===== config.mk =====
export PLATFORM = sky130hd
export DESIGN_NAME = led_fader
export DESIGN_NICKNAME = d
export VERILOG_FILES = /design/src/rtl/led_fader.sv
export SDC_FILE = /design/constraint.sdc
export NUM_CORES = 1
export LEC_CHECK = 0
export ABC_CLOCK_PERIOD_IN_PS = 4300
export CAP_MARGIN = 20
export CORE_MARGIN = 3
export CORE_UTILIZATION = 66
export CTS_BUF_LIST = sky130_fd_sc_hd__clkbuf_4
export DETAILED_ROUTE_END_ITERATION = 10
export GPL_TIMING_DRIVEN = 0
export HOLD_SLACK_MARGIN = 0.08
export PLACE_DENSITY_LB_ADDON = 0.08
export SLEW_MARGIN = 25
export SYNTH_ARGS = -nofsm -noshare
export SYNTH_HDL_FRONTEND = slang
export SYNTH_SLANG_ARGS = --single-unit

===== constraint.sdc =====
create_clock -name adc_clk_i -period 4.3 [get_ports adc_clk_i]
set_input_delay 0.645 -clock adc_clk_i [delete_from_list [all_inputs] [get_ports adc_clk_i]]
set_output_delay 0.645 -clock adc_clk_i [all_outputs]
set_load 0.005 [all_outputs]

===== src/rtl/led_fader.sv =====
`default_nettype none
// ============================================================================
// led_fader : PWM LED output stage with linear fade-in/fade-out and bypass
// Revision  : 1.0
// ============================================================================
module led_fader #(
  parameter int CLOCK_FREQ_HZ = 122_880_000,
  parameter int N_LED         = 8,
  parameter int STEP_CYCLES   = 120_000
) (
  input  logic             adc_clk_i,
  input  logic             adc_rstn_i,
  input  logic [N_LED-1:0] led_req_i,
  input  logic             bypass_i,
  output logic [N_LED-1:0] led_o,
  output logic             busy_o
);

  localparam int              PRE_W   = (STEP_CYCLES > 1) ? $clog2(STEP_CYCLES) : 1;
  localparam logic [PRE_W-1:0] PRE_MAX = PRE_W'(STEP_CYCLES - 1);
  localparam logic [7:0]      P_MAX   = 8'd254;
  localparam logic [7:0]      L_MAX   = 8'd255;
  localparam logic [7:0]      L_MIN   = 8'd0;

  if (CLOCK_FREQ_HZ < 1 || STEP_CYCLES < 1) begin : g_bad_params
    $error("led_fader: CLOCK_FREQ_HZ and STEP_CYCLES must be positive");
  end

  logic [N_LED-1:0] req_q, req_d;
  logic [PRE_W-1:0] pre_q, pre_d;
  logic [7:0]       p_q, p_d;
  logic [N_LED-1:0] led_q, led_d;
  logic             busy_q, busy_d;
  logic             tick;
  logic [N_LED-1:0] pwm_hi;
  logic [N_LED-1:0] unsettled;

  always_comb begin
    req_d  = led_req_i;
    tick   = (pre_q == PRE_MAX);
    pre_d  = tick ? '0 : pre_q + PRE_W'(1);
    // p never reaches 255, so a level of 255 keeps the output solidly on
    p_d    = (p_q == P_MAX) ? 8'd0 : p_q + 8'd1;
    led_d  = bypass_i ? req_q : pwm_hi;
    busy_d = ~bypass_i & (|unsettled);
  end

  for (genvar i = 0; i < N_LED; i++) begin : g_ch
    logic [7:0] lvl_q, lvl_d;

    // Steps use the request registered before this edge, so a request change
    // coinciding with a tick only redirects the following tick.
    always_comb begin
      lvl_d = lvl_q;
      if (bypass_i) begin
        lvl_d = req_q[i] ? L_MAX : L_MIN;
      end else if (tick) begin
        if (req_q[i] && (lvl_q != L_MAX)) begin
          lvl_d = lvl_q + 8'd1;
        end else if (!req_q[i] && (lvl_q != L_MIN)) begin
          lvl_d = lvl_q - 8'd1;
        end
      end
    end

    always_ff @(posedge adc_clk_i or negedge adc_rstn_i) begin
      if (!adc_rstn_i) begin
        lvl_q <= L_MIN;
      end else begin
        lvl_q <= lvl_d;
      end
    end

    assign pwm_hi[i]    = (p_q < lvl_q);
    assign unsettled[i] = (lvl_d != (req_q[i] ? L_MAX : L_MIN));
  end

  always_ff @(posedge adc_clk_i or negedge adc_rstn_i) begin
    if (!adc_rstn_i) begin
      req_q  <= '0;
      pre_q  <= '0;
      p_q    <= 8'd0;
      led_q  <= '0;
      busy_q <= 1'b0;
    end else begin
      req_q  <= req_d;
      pre_q  <= pre_d;
      p_q    <= p_d;
      led_q  <= led_d;
      busy_q <= busy_d;
    end
  end

  assign led_o  = led_q;
  assign busy_o = busy_q;

endmodule
`default_nettype wire

==> results.ini <==
[outcome]
status=finished clean

[timing]
slew_headroom=0.3798
fmax_mhz=241.7
grt_setup_unrepaired=false
period_needed_ns=4.138
fin_tns_setup_ns=0
worstMarginPinSlew_ns=0.9218
finalSetupViolations=0
final-hold-violation-count=0
slew_violations=0
fin_worst_skew_ns=0.03910
fin_crit_sh=0.9623

[die]
die_area_um2=15410
boundaryPins=20
die_h_um=124.1
die_w_um=124.1
coreArea_um2=13450
core.rowCount=42
start_util=0.6845

[pwr]
vdd_drop_max_mv=0.1859
power_density_nw_per_um2=242.6
leakage_uw=0.004291

[yosys]
synth-seq-cells=106
seq_area_frac_synth=0.2880
syn_area_um2=9209
synth_edf_count=0
synth_ff_type=dfrtp_1
synth_cells=1114
syn_nets=1208
async_reset_ff_frac=1.000
yosysWarnings=0
synthDistinctLibCells=81
syn_area_per_cell_um2=8.266

[cts]
clock_sinks=106
cts_setup_buffers=0
cts_tree=built
clk_latency_ns=0.52
path_clk_slew_ns=0.18
cts-root-buf=clkbuf_4
htree_num_levels=3
cts_buffers=9
clk_path_buf_depth=2

[placement]
place_hpwl_um=19550
gp_congestion=0.9977
port_buffers=18

[worst_setup_path]
cp_top_family=simple AND/OR/NAND/NOR gates
cp.required_ns=4.69
endpoint_kind=register
crit_slowest_cell=or4_4
cp-start-kind=register
path_buf_inv=3
cp_cell_sequence=ha_1, nand4bb_1, or4_4, buf_6, buf_2, clkbuf_2, nor4_2, xnor2_1, nor2_1, nor4_1, nand4_1, o21a_1, or4b_1
slowest_delay_ns=0.58
cp.arrival_ns=4.53
critPathKind=reg -> reg
critPathMaxFanout=10

[drt]
firstDrtPassIters=6
ant_nets=0
drc=0
vias=9082
drt-total-wl_um=27390
via_per_inst=6.844
drt_iter0_markers=1180
wl_per_cell_um=20.64

[finish]
drive_gt1_frac=0.05391
fin_util=0.7327
final_common_cell=nor2_1
area_growth_pct=7.038
layout_common_cells=nor2_1 (119), dfrtp_1 (106), ha_1 (83)
layout.nets=1239
nFillCells=1061

[global_route]
grt_pass1_vias=8386
grt_max_degree=65
track_usage=0.3640
overflow=0
grt_pass1_wl_um=43570
grt_antenna_before_repair=1

[hold_path]
worstHoldPathType=reg -> reg

[job]
maxCapViolations=0

## repair_timing
item,CTS,global route
hold buffers,1,0
setup endpoints to repair,1,2
gates resized for setup,3,20
endpoints found under the hold margin,42,0
## sequential cells by signal, indices dropped and copies added, names as in the netlist
register,cells
busy_o,1
g_ch.lvl_q,64
led_o,8
p_q,8
pre_q,17
req_q,8
## cell type report
cell class,instances,area [um2],area share
clock buffers,9,67.56,0.006855
diodes,1,2.502,0.0002539
plain buffers,58,242.7,0.02463
inverters,80,300.3,0.03046
well taps,176,220.2,0.02234
repair buffers,20,219.0,0.02221
multi-input cells,870,6070,0.6158
clock inverters,7,82.58,0.008378
flip-flops and latches,106,2653,0.2691
## routing by layer
metal	global-route usage	share of wire	vias to the layer above
met4	0.1581	0.036	0
met3	0.05767	0.096	94
met1	0.4932	0.41	4299
met5	0	0	-
li1	-	-	4167
met2	0.5777	0.45	522
## stage by stage
step / cell area (um2) / total power [uW] / hold slack, ns / cells / setup WS, ns
final: 9857 / 2391 / 0.5010 / 1327 / 0.1620
after global placement: 9609 / 1781 / 0.4723 / 1308 / -1.520
after global routing: 9857 / 2509 / 0.5111 / 1327 / 0.001650
after detailed placement: 9638 / 1797 / 0.4832 / 1309 / -0.2935
after floorplan: 9209 / 1591 / 0.3494 / 1114 / 0.7302
after CTS: 9804 / 2375 / 0.5047 / 1326 / 0.001777
## final timing paths
check                                         from                         end  slack (ns)  depth (start not counted)
worst max-delay path            pre_q[0]$_DFF_PN0_            busy_o$_DFF_PN0_        0.16                         13
worst min-delay path            pre_q[0]$_DFF_PN0_          pre_q[0]$_DFF_PN0_        0.50                          1
worst max register to register  pre_q[0]$_DFF_PN0_            busy_o$_DFF_PN0_        0.16                         13
worst min register to register  pre_q[0]$_DFF_PN0_          pre_q[0]$_DFF_PN0_        0.50                          1
max in group asynchronous               adc_rstn_i  g_ch[0].lvl_q[1]$_DFF_PN0_        3.01                          3
min in group asynchronous               adc_rstn_i  g_ch[7].lvl_q[2]$_DFF_PN0_        0.60                          2
## cells in the mapped netlist (all sizes together) (16+ instances only)
master	number	area [um2]
nor2	119	446.7
dfrtp	106	2653
ha	83	1039
inv	80	300.3
a21oi	67	335.3
xnor2	57	499.2
nand2	54	202.7
o21ai	52	260.3
clkbuf	48	180.2
nand3	42	210.2
a21o	40	300.3
nor3	39	210.2
nor4	23	156.4
a31oi	20	125.1
nand4	20	125.1
or4	16	131.4
## logic make-up (layout without fill, tap and decap cells)
group                      Yosys count  in the layout  share of synthesized area
and+or+nand+nor                    410            410                     0.2398
DFF                                106            106                     0.2880
muxes                               12             12                    0.01440
AOI/OAI and AO/OA                  297            297                     0.2227
xor gates and xnor gates            68             68                    0.06467
other                                0              1                          0
adders and majority gates           83             83                     0.1128
buffers and inverters              138            174                    0.05761
## where the power goes
part	switching, uW	internal [uW]
registers	78.7	1060
logic	420	246
clock network	395	189
total	894	1500
Power figures use the tool's default switching activity.
